--- src/rtl/xls_add_tree_pipe.sv ---
// Pipelined NUM_IN-operand adder tree with valid/ready flow control.
// Stage 0 registers the sign/zero-extended lanes; each following stage is one registered tree level.
module xls_add_tree_pipe #(
    parameter int WIDTH  = 32,
    parameter int NUM_IN = 3,
    parameter int MODE   = 0
) (
    input  logic                      clk,
    input  logic                      rst,
    input  logic                      in_valid,
    output logic                      in_ready,
    input  logic [NUM_IN*WIDTH-1:0]   in_data,
    output logic                      out_valid,
    input  logic                      out_ready,
    output logic [WIDTH-1:0]          out_data,
    output logic                      out_ovf
);

    localparam int LVL = (NUM_IN > 1) ? $clog2(NUM_IN) : 0;
    localparam int SW  = WIDTH + LVL;
    localparam int NS  = LVL + 1;

    logic [NS-1:0] valid_q;
    logic [NS-1:0] stageLoad;
    logic          loadAcc;
    logic [SW-1:0] part_q [NS][NUM_IN];
    logic [SW-1:0] part_d [NS][NUM_IN];

    function automatic int cntAt(input int k);
        return (NUM_IN + (1 << k) - 1) >> k;
    endfunction

    function automatic logic [SW-1:0] extendLane(input logic [WIDTH-1:0] lane);
        if (MODE == 2) begin
            return SW'($signed(lane));
        end
        return SW'(lane);
    endfunction

    // A stage may load when it or any stage downstream of it is empty, or the sink takes a result.
    always_comb begin
        loadAcc = out_ready;
        for (int s = NS - 1; s >= 0; s--) begin
            loadAcc      = loadAcc | ~valid_q[s];
            stageLoad[s] = loadAcc;
        end
    end

    always_comb begin
        for (int k = 0; k < NS; k++) begin
            for (int j = 0; j < NUM_IN; j++) begin
                part_d[k][j] = '0;
            end
        end
        for (int j = 0; j < NUM_IN; j++) begin
            part_d[0][j] = extendLane(in_data[j*WIDTH +: WIDTH]);
        end
        // An odd trailing element is passed through first, then overwritten wherever a pair exists.
        for (int k = 1; k <= LVL; k++) begin
            for (int j = 0; j < (NUM_IN + 1) / 2; j++) begin
                if (2 * j < cntAt(k - 1)) begin
                    part_d[k][j] = part_q[k-1][2*j];
                end
            end
            for (int j = 0; j < NUM_IN / 2; j++) begin
                if (2 * j + 1 < cntAt(k - 1)) begin
                    part_d[k][j] = part_q[k-1][2*j] + part_q[k-1][2*j+1];
                end
            end
        end
    end

    // Data is only captured from a valid source so an empty slot never poisons a valid one.
    always_ff @(posedge clk or posedge rst) begin
        if (rst) begin
            valid_q <= '0;
            for (int k = 0; k < NS; k++) begin
                for (int j = 0; j < NUM_IN; j++) begin
                    part_q[k][j] <= '0;
                end
            end
        end else begin
            if (stageLoad[0]) begin
                valid_q[0] <= in_valid;
            end
            if (stageLoad[0] && in_valid) begin
                for (int j = 0; j < NUM_IN; j++) begin
                    part_q[0][j] <= part_d[0][j];
                end
            end
            for (int s = 1; s < NS; s++) begin
                if (stageLoad[s]) begin
                    valid_q[s] <= valid_q[s-1];
                end
                if (stageLoad[s] && valid_q[s-1]) begin
                    for (int j = 0; j < NUM_IN; j++) begin
                        part_q[s][j] <= part_d[s][j];
                    end
                end
            end
        end
    end

    assign in_ready  = stageLoad[0];
    assign out_valid = valid_q[NS-1];

    if (LVL == 0) begin : gPassThrough
        assign out_data = part_q[0][0][WIDTH-1:0];
        assign out_ovf  = 1'b0;
    end else begin : gResolve
        logic [SW-1:0] finalSum;
        logic          upperAny;
        logic          posClamp;
        logic          negClamp;

        assign finalSum = part_q[LVL][0];
        assign upperAny = |finalSum[SW-1:WIDTH];
        // Signed range check: the bits above the result sign must all echo the true sign.
        assign posClamp = ~finalSum[SW-1] & (|finalSum[SW-2:WIDTH-1]);
        assign negClamp = finalSum[SW-1] & ~(&finalSum[SW-2:WIDTH-1]);

        always_comb begin
            out_data = finalSum[WIDTH-1:0];
            out_ovf  = 1'b0;
            if (MODE == 1) begin
                if (upperAny) begin
                    out_data = '1;
                    out_ovf  = 1'b1;
                end
            end else if (MODE == 2) begin
                if (posClamp) begin
                    out_data = {1'b0, {(WIDTH-1){1'b1}}};
                    out_ovf  = 1'b1;
                end else if (negClamp) begin
                    out_data = {1'b1, {(WIDTH-1){1'b0}}};
                    out_ovf  = 1'b1;
                end
            end else begin
                out_ovf = upperAny;
            end
        end
    end

endmodule

--- config.mk ---
export PLATFORM = sky130hd
export DESIGN_NAME = xls_add_tree_pipe
export DESIGN_NICKNAME = d
export VERILOG_FILES = /design/src/rtl/xls_add_tree_pipe.sv
export SDC_FILE = /design/constraint.sdc
export NUM_CORES = 1
export LEC_CHECK = 0
export ABC_AREA = 1
export CAP_MARGIN = 20
export CORE_AREA = 2 2 152 154
export DETAILED_ROUTE_END_ITERATION = 6
export DIE_AREA = 0 0 154 156
export GPL_TIMING_DRIVEN = 0
export PLACE_DENSITY = 0.87
export SYNTH_ARGS = -nofsm -noshare
export SYNTH_HDL_FRONTEND = slang
export SYNTH_SLANG_ARGS = --single-unit
--- constraint.sdc ---
create_clock -name clk -period 8.9 [get_ports clk]
set_clock_uncertainty 0.15 [all_clocks]
set_input_delay 2.67 -clock clk [delete_from_list [all_inputs] [get_ports clk]]
set_output_delay 2.67 -clock clk [all_outputs]
set_load 0.02 [all_outputs]
==> results of run 1 <==
## layout make-up
cell class | instances | share of cell area
inverter | 282 | 0.07061
tap | 285 | 0.02362
timing repair buffer | 135 | 0.09066
buffer | 66 | 0.03307
clock buffer | 19 | 0.02934
multi-input combinational | 1156 | 0.4149
clock inverter | 13 | 0.009696
sequential | 198 | 0.3282
## stage by stage
| stage | instance area, µm² | util | setup TNS, ns | power, µW |
|---|---|---|---|---|
| floorplan | 12780 | - | 0 | 3365 |
| CTS | 15100 | 0.6751 | 0 | 4916 |
| detailed placement | 14510 | 0.6487 | 0 | 4123 |
| global placement | 14470 | 0.6472 | -260.10 | 4031 |
| finish | 15100 | 0.6751 | 0 | 4931 |
| global route | 15100 | 0.6751 | 0 | 5356 |
## worst min-delay path, stage by stage (launching register included)
cell	delay, ns
dfrtp_1	0.34
nand2_1	0.05
nand2_1	0.05
## registers in the layout (all words and copies together), names as in the netlist
register,count
gResolve.finalSum,34
part_q,129
valid_q,3
part_d,32
## how the worst max path moves through the flow
stage,cells after the start,endpoint,startpoint,slack (ns)
final,6,in_ready,out_ready,2.12
after global routing,6,in_ready,out_ready,2.06
after CTS,6,in_ready,out_ready,2.12
after detailed placement,6,in_ready,out_ready,2.12
after global placement,2,gResolve.finalSum[33],rst,-1.33
after floorplan,1,gResolve.finalSum[0],rst,0.68
## per-layer routing
layer | vias up | share of wire
li1 | 5516 | -
met1 | 5051 | 0.43
met2 | 265 | 0.50
met3 | 65 | 0.037
met4 | 0 | 0.031
met5 | - | 0
## logic make-up after synthesis
family / after synthesis / share of synthesized area
buf+inv: 348 / 0.1219
flops: 198 / 0.3878
simple gates: 853 / 0.2739
xor+xnor: 28 / 0.01920
fa+ha+maj: 66 / 0.06581
compound gates: 144 / 0.05817
mux: 65 / 0.07316
## cell usage in the layout, fill, tap and decap left out, types with 5 or more instances in the layout
cell             netlist  routed
ha_1                  64      64
nand2_1              591     591
buf_4                 36      36
nand3b_1               7       7
clkbuf_16              0      17
nor2_1               117     117
buf_6                  5       5
nor2_2                 6       6
o21ai_0               54      54
nor3_1                 7       7
o21ai_1               10      10
o21bai_1               5       5
clkdlybuf4s50_1        0     134
mux2_4                54      54
dfrtp_1              198     198
buf_2                 13      13
nand3_1               80      80
nand4_1                7       7
nand3_2                8       8
mux2_2                11      11
inv_1                281     280
nand2_2               23      23
buf_8                  5       5
a21oi_1               72      72
xnor2_1               27      27
clkbuf_1               6       7
## power breakdown
group	internal (µW)	switching [µW]	leakage [µW]
Combinational	1120	1650	0.00567
Clock	427	356	0.000284
Sequential	1190	190	0.00233
==> out/results.txt, run 1 <==
For the total routed wirelength, the log shows 30590 µm. The most used flip-flop cell after synthesis is dfrtp_1. The tools report the worst setup slack for register-to-register paths as 6.46 ns. The worst ir drop on vdd came out at 0.1418 mV.

The final route contains 10897 vias. For the cell count after placement, the log shows 2122. Derived from the worst setup path, the maximum achievable clock frequency is 0.1475 GHz. Data on the critical path arrives at its endpoint at 3.96 ns. The worst-margin pin slew is 0.6601 ns. Dividing the detail-routed via count by the number of cells gives 5.059.

In this run the post-CTS setup repair buffer count came out at 0. Counting flops and latches in the post-synthesis netlist gives 198. The run gives 0.5600 as the worst slew margin relative to its limit. For this design the ratio of total power to cell area is 326.6 nW/µm². For the worst-skew pair, the clock arrives at the later sink with an insertion delay of 0.44 ns. The layer flagged by global routing as most heavily used is met2. The initial antenna violation count is 0. The total count of max-transition violations in the final report is 0, and the cell count of the worst reg-to-reg path is 15. The final period demand of the worst path was 6.780 ns; the total number of clock tree sinks was 198.

The cell with the most instances after synthesis is nand2_1. On the worst path, the slowest cell contributes a delay of 0.60 ns. The logs give 24020 µm² for the area enclosed by the die boundary and 35 for the count of cell types in the netlist.

The run gives 0 as the remaining global-route overflow. The met1 demand-to-capacity share in global routing is 0.3269. Across the run, the number of max-cap violations was 0. Grouping stages by cell kind, the critical path spends the most delay in buffers and inverters.

135 I/O pins were placed. The tools report the iteration count of the initial detailed-routing pass as 5. The number of nets handed over by synthesis was 1868. TritonCTS created 17 clock buffers. The share of flip-flops with an asynchronous set or reset after synthesis is 1.000, and the number of warnings printed during yosys synthesis is 0. The nature of the critical path endpoint is a primary output. The part of the cycle the worst path needs is 0.7618, and the final weighted congestion in routability-driven placement is 0.8980. The worst hold path terminates at gResolve.finalSum[32].

The routed length per placed instance was 14.20 µm; the hold path depth was 2. The run gives 0 as the remaining routing DRC violations. The type of element launching the critical path was an input pin. The average instance in the mapped netlist occupies 7.506 µm². Counting flops with a built-in enable in the synthesized netlist gives 0.

At the placement stage, the worst setup path has a slack of 2.122 ns. The share of the synthesized area in the top cell type was 0.3878; the final net count was 2022. Clock input transition at the sequential cells of the worst setup and hold paths: 0.07 ns. The global router's overall resource usage is 0.2660, and the die boundary width is 154 µm. The area growth from synthesis to layout is 18.18%.

The endpoint identified for the worst register-to-register timing path is gResolve.finalSum[24]. Detailed placement finished with a half-perimeter wire length of 24750 µm. In this run the cell area of the synthesized design comes to 12780 µm². Setup repair after global routing left no endpoint under its margin. The footprint of the multi-input gates was 6264 µm². The final count of hold timing violations was 0.

Share of the yosys chip area belonging to registers: 0.3878. The run finished with clean final reports. TritonCTS built the clock tree. By startpoint and endpoint, the worst setup path is classified as in -> out. The largest driver fanout on the critical path is 3. The number of rows created at floorplan was 55; the leakage power total was 0.008291 µW. The number of standard cells after synthesis is 1702. For the number of filler cells placed in the layout, the log shows 1840. The first routing iteration left 568 violations. The clock passes through at most 2 buffers. The repair_antennas step left the layout with diodes totalling 0. On the final layout, the worst hold slack is 0.3276 ns. Port buffering added 134 buffers. The logs give 0.4839 for the global routing met2 resource utilization and 2.120 ns for the setup slack of the critical path after layout. The share of final-layout standard cells stronger than drive strength 1 is 0.1054, and the number of nets still failing antenna checks after routing is 0.

Summed over all instances, the cell type with the most area after synthesis is dfrtp_1. For this run, the number of standard cells in the final layout without fillers is 2154. Gates resized during post-CTS repair numbered 0. The slowest cell on the critical path was clkdlybuf4s50_1. The class of the most critical hold timing path was reg -> reg. The first-pass GRT wire length was 51210 µm; the met3 capacity usage during global routing was 0.03472.

The region available for standard cell placement spans 22370 µm². For the worst setup path, the data required time is 6.08 ns. The H-tree was split into 4 levels.

The worst register-to-register path begins at part_q[170]. The via count of the first global-routing pass is 10824. The count of endpoints failing setup in the final report came out at 0.

The starting utilization of the core area came out at 0.5712. The signal on the critical path passes through clkdlybuf4s50_1 > inv_1 > nand2_2 > nor2_2 > nand2_2 > clkdlybuf4s50_1. Summing all flip-flop and latch instances after layout gives 4955 µm². The root cell of the clock tree is clkbuf_16. Yosys attributes the largest share of cell area to dfrtp_1 39%, nand2_1 17%, inv_1 8.3%.

The number of hold buffers added after cts is 0. Ranked by instance count, the synthesized netlist is headed by 591 x nand2_1, 281 x inv_1, 198 x dfrtp_1, 117 x nor2_1, 80 x nand3_1. The vertical extent of the die is 156 µm, and the buffering stage count on the worst path with inverters included is 3. The pin count of the biggest net entering global routing came out at 101. In this run the most critical hold path is launched from gResolve.finalSum[32].
(Power assumes the default switching activity.)
==> run 2: changes to the inputs <==
--- a/config.mk
+++ b/config.mk
@@ -7,11 +7,11 @@
 export LEC_CHECK = 0
 export ABC_AREA = 1
 export CAP_MARGIN = 20
-export CORE_AREA = 2 2 152 154
+export CORE_AREA = 2 2 160 162
 export DETAILED_ROUTE_END_ITERATION = 6
-export DIE_AREA = 0 0 154 156
+export DIE_AREA = 0 0 162 164
 export GPL_TIMING_DRIVEN = 0
-export PLACE_DENSITY = 0.87
+export PLACE_DENSITY = 0.83
 export SYNTH_ARGS = -nofsm -noshare
 export SYNTH_HDL_FRONTEND = slang
 export SYNTH_SLANG_ARGS = --single-unit
==> constraint.sdc (replaced) <==
create_clock -name clk -period 5.97 [get_ports clk]
set_clock_uncertainty 0.15 [all_clocks]
set_input_delay 1.791 -clock clk [delete_from_list [all_inputs] [get_ports clk]]
set_output_delay 1.791 -clock clk [all_outputs]
set_load 0.02 [all_outputs]
==> out/results.txt, run 2 (synthesis results as in run 1) <==
For the number of placed I/O pins, the log shows 135 (unchanged). The tools report the final weighted congestion in routability-driven placement as 0.8968 (-0.13%). The worst setup slack for register-to-register paths was 3.61 ns (-2.85 ns). Cell area after placement: 14610 µm² (+0.72%). The tools report the first-pass GRT wire length as 49620 µm (-3.1%). The number of antenna cells inserted was 0 (unchanged). Final period demand of the worst path: 5.047 ns. The worst ir drop on vdd was 0.2291 mV (+62%). Largest register by flop count: part_q. The tools report the clock latency at the later pin of the worst-skew pair as 0.44 ns (about the same). Leaving out fill and tap cells, the most frequent cell in the layout is nand2_1.

The tools report the maximum clock frequency as 0.1981 GHz. For the final standard cell utilization of the core, the log shows 0.6140 (-0.06109). The largest driver fanout on the critical path came out at 3 (unchanged).

The cell sitting at the root of the clock tree is a clkbuf_16. The count of max-cap constraint violations is 0 (unchanged), and the remaining routing DRC violations is 0 (unchanged). In the layout the commonest cells are 591 x nand2_1, 280 x inv_1, 198 x dfrtp_1, 134 x clkdlybuf4s50_1, 117 x nor2_1. The share of final-layout standard cells stronger than drive strength 1 is 0.1052 (-0.0001689).

TritonCTS built the clock tree. For the final net count, the log shows 2025 (+0.15%). The via count of the first global-routing pass came out at 10396 (-4.0%). The routed length per placed instance is 13.84 µm (-2.5%), and the vertical extent of the die is 164 µm (+5.1%). Total number of clock tree sinks: 198 (unchanged). The cell area power density was 486.4 nW/µm² (+49%).

The part of the cycle the worst path needs was 0.8454. The tools report the initial antenna violation count as 0 (unchanged). Iteration count of the initial detailed-routing pass: 5 (unchanged).

The area enclosed by the die boundary came out at 26570 µm² (+11%). The logs give 0 ns (unchanged) for the final total negative setup slack and 4 (unchanged) for the H-tree depth reported by CTS. The tools report the vias after detailed routing as 10818 (-0.72%). For the number of hold buffers added after cts, the log shows 0 (unchanged).

The met1 demand-to-capacity share in global routing was 0.2889 (-0.03804). The die boundary width was 162 µm (+5.2%); the total count of max-transition violations in the final report was 0 (unchanged). For the number of buffers added by the clock tree synthesis step, the log shows 17 (unchanged). Setup repair after global routing left no endpoint under its margin.

The tools report the met3 capacity usage during global routing as 0.03434 (-0.0003788). The tools report the worst slew margin relative to its limit as 0.4168 (-0.1432). The worst slack at placement was 0.9236 ns (-1.198 ns). The growth of design area from synthesis to finish is 19.27%, and the global routing met2 resource utilization is 0.4172 (-0.06666). Post-detailed-route via-to-cell ratio: 4.913 (-2.9%). The total routed wirelength came out at 30480 µm (-0.36%). The worst setup path is of the in -> out kind.

The most utilized layer in the global route result was met2. Required time of the critical path: 4.03 ns (-2.05 ns). The run gives 0.9232 ns (-1.197 ns) as the setup slack of the critical path after layout.

The cell count of the worst reg-to-reg path works out to 15 (unchanged). Number of nets still failing antenna checks after routing: 0 (unchanged). The buffer depth of the longest clock path is 2 (unchanged), and the number of gates resized after cts is 0 (unchanged).

For the post-route cell area, the log shows 15240 µm² (+0.93%). The worst hold path belongs to the class reg -> reg. The first-iteration detailed-routing DRC count was 535 (-5.8%); the post-CTS setup buffer count was 0 (unchanged). For the number of rows created at floorplan, the log shows 58 (+5.5%). The post-detailed-placement half-perimeter wirelength was 24640 µm (-0.44%). The run gives 0.008315 µW (+0.29%) as the leakage power total. The flow ran to the end, and the final reports show no timing, DRC or antenna violations. The pin count of the biggest net entering global routing came out at 46 (-54%). The hold path depth was 2 (unchanged).

The logs give 0 (unchanged) for the count of endpoints failing setup in the final report and 0.5148 (-0.05647) for the starting utilization of the core area. STA classifies the critical path startpoint as an input pin. The flip-flop count of the largest register after layout came out at 129 (unchanged). The number of buffer cells added on primary ports works out to 134 (unchanged). The remaining global-route overflow is 0 (unchanged). The final count of hold timing violations is 0 (unchanged), and the worst-margin pin slew is 0.8730 ns (+0.2129 ns). The worst setup path is captured at a primary output.

The core box area was 24820 µm² (+11%). For the global router's overall resource usage, the log shows 0.2348 (-0.03123). The arrival time at the worst endpoint is 3.11 ns (-0.85 ns), and the clock input transition at the sequential cells of the worst setup and hold paths is 0.07 ns (about the same).
-- run 2: changes by cell type in the layout (fill, tap and decap cells not counted), sizes merged --
cell	previous run	this run
buf	60	63
clkinvlp	3	5
clkbuf	25	28
clkinv	4	1
inv	286	282
bufinv	2	4
-- run 2: through the flow --
step / hold WS (ns) / instances / power (µW)
after floorplan: 0.2864 / 1702 / 5017
after detailed placement: 0.3175 / 2170 / 6146
after global routing: 0.3534 / 2202 / 8035
final: 0.3335 / 2202 / 7413
after global placement: 0.3144 / 2166 / 6039
after CTS: 0.3350 / 2202 / 7408
-- run 2: where the power goes --
group / internal, µW / leakage, µW / switching (µW)
clock: 718 / 0.000289 / 520
combinational: 1670 / 0.00569 / 2450
sequential: 1770 / 0.00233 / 277
total: 4160 / 0.00831 / 3250
-- run 2: area by class of cell --
cell class / count / area (µm²)
Sequential cell: 198 / 4955
Buffer: 66 / 499.2
Timing Repair Buffer: 138 / 1421
Clock buffer: 22 / 454.2
Fill cell: 2227 / 9580
Multi-Input combinational cell: 1156 / 6264
Clock inverter: 10 / 170.2
Inverter: 282 / 1062
Tap cell: 330 / 412.9
-- run 2: layer usage --
metal  wire length, µm  share of wire
met5                 0              0
met4               992          0.033
met1             13470           0.44
met2             14980           0.49
met3              1039          0.034
-- run 2: path summary, 6_finish.rpt --
| check | start | to |
|---|---|---|
| max | out_ready | in_ready |
| max reg2reg | part_q[136] | gResolve.finalSum[24] |
| min reg2reg | gResolve.finalSum[27] | gResolve.finalSum[27] |
| min in group asynchronous | rst | part_q[250] |
| max in group asynchronous | rst | gResolve.finalSum[30] |
| min | gResolve.finalSum[27] | gResolve.finalSum[27] |
-- run 2: worst max-delay path: stages --
cell and delay [ns]:
clkdlybuf4s50_1 0.46, inv_1 0.05, nand2_2 0.07, nor2_2 0.05, nand2_2 0.08, clkdlybuf4s50_1 0.60
